===== src/rtl/avalon_port_arbiter.sv =====
// avalon_port_arbiter
//   Multiplexes CHANNELS CPU-side memory ports onto one Avalon-MM master.
//   Each transfer runs IDLE -> BUS -> RESP, so the best case is one
//   transfer every 3 cycles.
//   Every Avalon output is registered.
//   ch_stall can be used directly as an inverted clock enable for the core.
//
// Build option:
//   ARB_ROUND_ROBIN_EN  when defined, round-robin grant. The search starts
//                       at a rotating pointer. When undefined, fixed
//                       priority is used and index 0 wins.
//
// Ports:
//   clk, reset     single clock, synchronous active-high reset
//   ch_req         per-channel request, held until the matching ch_done
//   ch_write       per-channel direction (1 = write)
//   ch_address     packed per-channel address   [i*ADDR_W +: ADDR_W]
//   ch_writedata   packed per-channel write data [i*DATA_W +: DATA_W]
//   ch_byteenable  packed per-channel byte enables
//   ch_readdata    data of the most recent completed read (shared)
//   ch_done        one-cycle completion pulse, one-hot or zero
//   ch_stall       ch_req & ~ch_done, combinational
//   address, read, write, writedata, byteenable   Avalon master outputs
//   waitrequest, readdata                         Avalon slave inputs
module avalon_port_arbiter #(
   parameter int CHANNELS = 2,
   parameter int ADDR_W   = 32,
   parameter int DATA_W   = 32
) (
   input  logic                           clk,
   input  logic                           reset,
   input  logic [CHANNELS-1:0]            ch_req,
   input  logic [CHANNELS-1:0]            ch_write,
   input  logic [CHANNELS*ADDR_W-1:0]     ch_address,
   input  logic [CHANNELS*DATA_W-1:0]     ch_writedata,
   input  logic [CHANNELS*(DATA_W/8)-1:0] ch_byteenable,
   output logic [DATA_W-1:0]              ch_readdata,
   output logic [CHANNELS-1:0]            ch_done,
   output logic [CHANNELS-1:0]            ch_stall,
   output logic [ADDR_W-1:0]              address,
   output logic                           read,
   output logic                           write,
   input  logic                           waitrequest,
   output logic [DATA_W-1:0]              writedata,
   output logic [DATA_W/8-1:0]            byteenable,
   input  logic [DATA_W-1:0]              readdata
);

   localparam int BE_W = DATA_W / 8;
   localparam int G_W  = (CHANNELS > 1) ? $clog2(CHANNELS) : 1;

   typedef enum logic [1:0] {IDLE, BUS, RESP} state_t;

   state_t          state, state_nxt;
   logic [G_W-1:0]  gnt;      // combinational winner, valid in IDLE
   logic [G_W-1:0]  gnt_q;    // channel owning the current transfer
   logic            any_req;
   logic            launch;
   logic            finish;
   logic [ADDR_W-1:0] sel_addr;
   logic [DATA_W-1:0] sel_wdata;
   logic [BE_W-1:0]   sel_be;
   logic              sel_wr;

   assign any_req  = |ch_req;
   assign launch   = (state == IDLE) && any_req;
   assign finish   = (state == BUS) && !waitrequest;
   assign ch_stall = ch_req & ~ch_done;

   // ---------------- grant selection ----------------
`ifdef ARB_ROUND_ROBIN_EN
   logic [G_W-1:0] ptr;
   logic [G_W-1:0] gnt_hi, gnt_lo;
   logic           hit_hi;

   // Lowest requester at or above ptr wins.
   // If there is none, the search wraps to the lowest requester overall.
   always_comb begin
      gnt_hi = '0;
      gnt_lo = '0;
      hit_hi = 1'b0;
      for (int k = CHANNELS - 1; k >= 0; k--) begin
         if (ch_req[k]) gnt_lo = G_W'(k);
         if (ch_req[k] && (k >= int'(ptr))) begin
            gnt_hi = G_W'(k);
            hit_hi = 1'b1;
         end
      end
      gnt = hit_hi ? gnt_hi : gnt_lo;
   end

   always_ff @(posedge clk) begin
      if (reset)
         ptr <= '0;
      else if (launch)
         ptr <= (int'(gnt) == CHANNELS - 1) ? '0 : gnt + G_W'(1);
   end
`else
   always_comb begin
      gnt = '0;
      for (int k = CHANNELS - 1; k >= 0; k--)
         if (ch_req[k]) gnt = G_W'(k);
   end
`endif

   // Fields of the winning channel
   always_comb begin
      sel_addr  = '0;
      sel_wdata = '0;
      sel_be    = '0;
      sel_wr    = 1'b0;
      for (int k = 0; k < CHANNELS; k++) begin
         if (gnt == G_W'(k)) begin
            sel_addr  = ch_address[k*ADDR_W +: ADDR_W];
            sel_wdata = ch_writedata[k*DATA_W +: DATA_W];
            sel_be    = ch_byteenable[k*BE_W +: BE_W];
            sel_wr    = ch_write[k];
         end
      end
   end

   // ---------------- FSM ----------------
   always_ff @(posedge clk) begin
      if (reset) state <= IDLE;
      else       state <= state_nxt;
   end

   always_comb begin
      state_nxt = state;
      case (state)
         IDLE:    if (any_req) state_nxt = BUS;
         BUS:     if (!waitrequest) state_nxt = RESP;
         RESP:    state_nxt = IDLE;
         default: state_nxt = IDLE;
      endcase
   end

   // ---------------- datapath ----------------
   // Bus fields load only at launch, so they hold their last value outside BUS.
   always_ff @(posedge clk) begin
      if (reset) begin
         address     <= '0;
         writedata   <= '0;
         byteenable  <= '0;
         read        <= 1'b0;
         write       <= 1'b0;
         ch_done     <= '0;
         ch_readdata <= '0;
         gnt_q       <= '0;
      end else begin
         ch_done <= '0;
         if (launch) begin
            gnt_q      <= gnt;
            address    <= sel_addr;
            writedata  <= sel_wdata;
            byteenable <= sel_be;
            write      <= sel_wr;
            read       <= ~sel_wr;
         end
         if (finish) begin
            read  <= 1'b0;
            write <= 1'b0;
            if (read) ch_readdata <= readdata;
            ch_done[gnt_q] <= 1'b1;
         end
      end
   end

endmodule


===== config.mk =====
export PLATFORM = sky130hd
export DESIGN_NAME = avalon_port_arbiter
export DESIGN_NICKNAME = d
export VERILOG_FILES = /design/src/rtl/avalon_port_arbiter.sv
export SDC_FILE = /design/constraint.sdc
export NUM_CORES = 1
export LEC_CHECK = 0
export CAP_MARGIN = 15
export CORE_ASPECT_RATIO = 2
export CORE_UTILIZATION = 35
export DETAILED_ROUTE_END_ITERATION = 6
export GPL_TIMING_DRIVEN = 0
export HOLD_SLACK_MARGIN = 0.05
export PLACE_DENSITY = 0.87
export REMOVE_ABC_BUFFERS = 1
export SLEW_MARGIN = 20
export SYNTH_ARGS = -nofsm -noshare
export SYNTH_HDL_FRONTEND = slang
export SYNTH_SLANG_ARGS = --single-unit

===== constraint.sdc =====
create_clock -name clk -period 1.26 [get_ports clk]
set_input_delay 0.189 -clock clk [delete_from_list [all_inputs] [get_ports clk]]
set_output_delay 0.189 -clock clk [all_outputs]
set_load 0.02 [all_outputs]

==> metrics.txt <==
status=finished with violations; failing checks=negative setup slack; die area=0.01453 sq mm; CP Data Arrival Time=1.74 ns; critical path startpoint=state[1]$_SDFFE_PP0P_; Worst EP required=1.52 ns; HPWL after DPL=12.32 mm; io pins=281; Power Density=1107 mW/mm^2; Routed met3 length=1.286 mm; min-delay worst type=in2reg; Slew headroom=61.34%; Met1 Wirelength=7.242 mm; Setup Crit Path Kind=reg2reg; Final Hold Fails=0; DR DRC count=0; top sig layer=met4; met2 wire len=11.88 mm; CTS H-tree depth=3; clock skew=0.01079 ns; Clock Sink Count=107; Detailed Route WL=21.57 mm; hold-fix buffers at CTS=0; Max Fclk=677.4 MHz; PnR worst setup slack=-0.2161 ns; most frequent cells in the layout=nand2_1 (197), clkdlybuf4s50_1 (170), dfxtp_1 (104), a21oi_1 (74), a311oi_2 (67); DRT iter0 DRCs=168; post-synth top area cell=dfxtp_1; vias per cell=5.281; Clock Power Share=27.7%; Worst Tran Pin Value=0.5799 ns; YS warnings=0; reg2reg start=state[1]$_SDFFE_PP0P_; final period utilization=117.2%; Leak=3.632 nW; vias=5,561; Hold Crit Start=ch_req[0]; die width=85.75 microns; initial antenna violation count=0; chip height=169.5 microns; Seq pwr share=37.7%; GR Util All Layers=28.71%; Final nets=1,036; Util after Layout=67.73%; #FFs+latches synth=107; Area Overhead vs Synth=87.46%; fin. max-slew vios=0; RD Place Congestion=0.8180; CTS max path bufs=2; Pre-Repair DR Iteration Count=4; Comb pwr share=34.6%; commonest non-fill, non-tap cell in the layout=nand2_1; Clock Latency Late Sink=0.35 ns; Antenna Nets Post-Route=0; Critical Path End Type=flip-flop; Num CTS Buffers=9; largest net degree at the start of global routing=56; PortBufs=280; vias in the first global route=5,828; fraction of layout cells with a size suffix above 1=26.44%; startpoint types=flip-flop; Synth area leaders=dfxtp_1 (44%), a311oi_2 (21%), nand2_1 (16%); post-synth top area share=43.63%; fin crit period=1.476 ns; first-pass GRT wire length=31.33 mm; worst-path fanout max=7; Post-Synthesis Cells=561; Netlist cell types=23; NetSw=0.003292 W; sw frac=32.33%; Internal=0.006892 W; drt wl/cell=20.48 microns; Finish-stage setup viols=94; Place WS=-1.390 ns; CTS tree=built; Core Area=0.01359 sq mm; # rows=60; Max Cap Viol=0; VDD IR max=656.1 uV; Worst-path clk slew=0.09 ns; gr ovfl total=0; unrepaired setup endpoints after global routing=yes; Post-Syn Area per Cell=8.752 sq um; Starting Density=36.13%; Syn Std Cell Area=0.004910 sq mm; register area share after synthesis=43.63%; clock root buffer=clkbuf_16
==> final cells by class <==
| class | instances | area, sq um |
|---|---|---|
| flip-flops and latches | 107 | 2153 |
| clock buffers | 10 | 229.0 |
| multi-input cells | 398 | 2785 |
| diodes | 1 | 2.502 |
| clock inverters | 6 | 56.30 |
| repair buffers | 345 | 3745 |
| well taps | 186 | 232.7 |
| fillers | 1008 | 4384 |
==> per-layer routing <==
layer	up-vias	track usage, %
li1	2585	-
met1	2622	27.56
met5	-	0
met4	0	16.96
met3	75	6.469
met2	279	54.33
==> critical path, cell delays in order, from the launching register on <==
cell and delay (ns):
dfxtp_4 0.37, nor4bb_4 0.38, buf_6 0.21, buf_6 0.14, nand2_1 0.09, a21oi_2 0.20
==> power by group through the flow <==
| stage | sequential [W] | clock (W) | combinational [W] |
|---|---|---|---|
| global placement | 0.00389 | 0 | 0.00271 |
| floorplan | 0.00422 | 0 | 0.000932 |
| CTS | 0.00382 | 0.00284 | 0.00353 |
| global route | 0.00388 | 0.00299 | 0.00370 |
| finish | 0.00384 | 0.00282 | 0.00352 |
| detailed placement | 0.00390 | 0 | 0.00279 |
==> logic make-up (layout without fill, tap and decap cells) <==
kind of cell           after synthesis  in the layout  share of synthesized area (%)
AO/OA/AOI/OAI                      176            176                          32.26
buffers and inverters               60            361                          6.448
flip-flops                         107            107                          43.63
multiplexers                         1              1                         0.2293
other                                0              1                              0
AND/OR/NAND/NOR                    217            221                          17.43
==> Yosys cell counts <==
cell	count
dfxtp_1	107
buf_6	10
clkbuf_1	36
a21oi_1	104
and2_1	2
nor2b_1	3
nor2_1	1
a311oi_2	69
or2_1	1
buf_2	10
buf_4	1
nand4bb_1	1
nand2b_1	2
nand2_1	203
nor4bb_1	1
buf_1	3
nor3_1	1
a211oi_2	1
o21bai_1	1
nand3b_1	1
mux2_1	1
a211oi_1	1
nor4_1	1
==> worst paths after layout <==
kind                            cells after the start                           end  slack (ns)
worst max register to register                      5  ch_readdata[16]$_SDFFE_PP0P_       -0.22
worst min register to register                      2  ch_readdata[29]$_SDFFE_PP0P_        0.45
worst max-delay path                                5  ch_readdata[16]$_SDFFE_PP0P_       -0.22
worst min-delay path                                2            gnt_q$_SDFFE_PP0P_        0.21
==> registers in the layout, indices dropped and copies added, names as in the netlist <==
register and flops:
address 32, byteenable 4, ch_done 2, ch_readdata 32, gnt_q 1, read 1
state 2, write 1, writedata 32
==> stage by stage <==
step                      hold WS [ns]  instances  setup TNS (ns)  total power (W)  cell area [sq um]
after global routing            0.1813       1052          -16.65          0.01057               9201
final                           0.2084       1053          -12.13          0.01018               9204
after floorplan                 0.2569        501         -355.38         0.005155               4593
after CTS                       0.1928       1051          -9.569          0.01020               9169
after global placement          0.4359        967         -617.46         0.006599               7629
after detailed placement        0.4414        977         -117.54         0.006692               7886
==> timing repair <==
action,in CTS,in global routing
gates resized for setup,217,104
hold endpoints to repair,0,0
cloned,20,1
buffers inserted,39,13
endpoints found under the setup margin,209,160
pin swaps,31,22
Power figures use the tool's default switching activity.
==> variant (same settings) <==
`DATA_W`: 32 -> 24.
--- a/src/rtl/avalon_port_arbiter.sv
+++ b/src/rtl/avalon_port_arbiter.sv
@@ -26,5 +26,5 @@
    parameter int CHANNELS = 2,
    parameter int ADDR_W   = 32,
-   parameter int DATA_W   = 32
+   parameter int DATA_W   = 24
 ) (
    input  logic                           clk,
Ports: changed (6 resized); port bits go from 281 to 238. No check against the original RTL was run, so the function may have changed too.
==> variant against the original RTL <==
  * The run still ends with negative setup slack left
  * Area after synthesis down 14%
  * Maximum frequency is 0.41% higher
  * Sequential cell count is 17 lower
  * Total power down 11%
  * Combinational power decreased by 14%
  * Worst setup slack improved by 0.0061 ns
  * Sequential power decreased by 16%
  * Non-clock buffer count fell by 56
  * First-iteration DRC count increased by 56%
  * Design area shrank 15%
  * Wire length is 14% lower
==> variant: results (changes against the original RTL) <==
Outcome
  – Failing checks: negative setup slack
  – Status: finished, violations left

Drt
  – DRT iter0 DRCs: 262 (+56%)
  – Vias: 4921 (-12%)
  – WL per Instance: 20.95 microns (+2.3%)
  – Pre-antenna DRT Iters: 5 (+1)
  – Post-Route WL: 18.48 mm (-14%)

STA
  – Hold slack: 0.3658 ns (+0.1575 ns)
  – Final TNS setup: -9.022 ns (+3.113 ns)
  – Final Worst Setup Slack: -0.2100 ns (+0.006094 ns)
  – Final setup viols: 86 (-8.5%)
  – Slew headroom: 55.06% (-6.3 points)
  – Clock Skew: 0.008433 ns (-0.002360 ns)

Yosys
  – Post-Synthesis Cells: 475 (-15%)
  – Top cells by area, synth: dfxtp_1, a311oi_2, nand2_1
  – Post-synth cell types: 25 (+8.7%)
  – Seq/Total Area, Yosys: 42.62% (-1.0 points)
  – Top post-synthesis cells by count: nand2_1, dfxtp_1, a21oi_1

Global route
  – Largest net degree at the start of global routing: 49 (-13%)
  – Total track usage: 29.25% (+0.54 points)
  – Number of global-route vias before repair: 5202 (-11%)
  – First-pass GRT wire length: 27.35 mm (-13%)
  – Initial antenna violation count: 1 (+1)

Place
  – Gpl congestion: 0.7277 (-11%)
  – Cells after DPL: 812 (-17%)
  – Placement Setup Slack: -1.684 ns (-0.2943 ns)
  – I/O Buffers: 237 (-15%)
  – Detailed placement HPWL: 10.27 mm (-17%)
  – Placement Cell Area: 0.006638 sq mm (-16%)

Setup path
  – CP max stage cell: dfxtp_4
  – Crit-path leading delay family: buffers and inverters
  – Critical Path AT: 1.71 ns (-0.03 ns)
  – Crit-path max FO: 5 (-2)

Cells and area
  – Share of layout cells above drive strength 1: 23.64% (-2.8 points)
  – Largest registers: address x32, ch_readdata x24, writedata x24
  – Final #Nets: 882 (-15%)

Power and ir drop
  – Static Leak: 3.158 nW (-13%)
  – Peak supply drop: 0.6776 mV (+3.3%)

CTS
  – Clock-pin transition on the worst setup and hold timing paths: 0.06 ns (-0.03 ns)
## variant: cell count changes in the layout (fill, tap and decap cells not counted), moves of 6 or more
cell	delta
dfxtp_1	-17
a21oi_2	-15
buf_16	-6
a311oi_2	-7
clkdlybuf4s15_1	-22
nand2_1	-33
clkdlybuf4s50_1	-26
clkbuf_2	-17
dlygate4sd2_1	+23
## variant: cell type report
type	instances	area, sq um
Antenna cell	1	2.502
Clock buffer	11	242.7
Clock inverter	3	65.06
Fill cell	924	3953
Multi-Input combinational cell	343	2386
Sequential cell	90	1813
Tap cell	145	181.4
Timing Repair Buffer	289	3128
## variant: timing repair
action | 4_1_cts | 5_1_grt
hold buffers | 0 | 0
hold endpoints to repair | 0 | 0
gates cloned | 16 | 1
pin swaps | 29 | 16
gates resized for setup | 157 | 38
setup endpoints to repair | 175 | 106
setup buffers | 36 | 4
## variant: path summary, 6_finish.rpt
kind	from	endpoint	cells after the start
worst max register to register	state[1]$_SDFFE_PP0P_	writedata[20]$_SDFFE_PP0P_	7
worst min-delay path	ch_req[0]	gnt_q$_SDFFE_PP0P_	2
worst max-delay path	state[1]$_SDFFE_PP0P_	writedata[20]$_SDFFE_PP0P_	7
worst min register to register	ch_readdata[0]$_SDFFE_PP0P_	ch_readdata[0]$_SDFFE_PP0P_	2
## variant: cells by family after synthesis
logic type      share of synthesized area [%]
mux                                    0.2663
simple gates                            17.28
compound gates                          32.11
flops                                   42.62
buf+inv                                 7.724
## variant: routing by layer
layer,vias up,GRT usage (%),share of wire (%)
li1,2210,-,-
met1,2345,29.05,34
met2,286,53.03,54
met3,80,6.145,6.6
met4,0,19.48,5.8
met5,-,0,0
## variant: report_power, final
group / internal (mW) / switching (mW)
clock: 1.77 / 1.08
sequential: 3.09 / 0.145
combinational: 1.57 / 1.46
total: 6.43 / 2.69
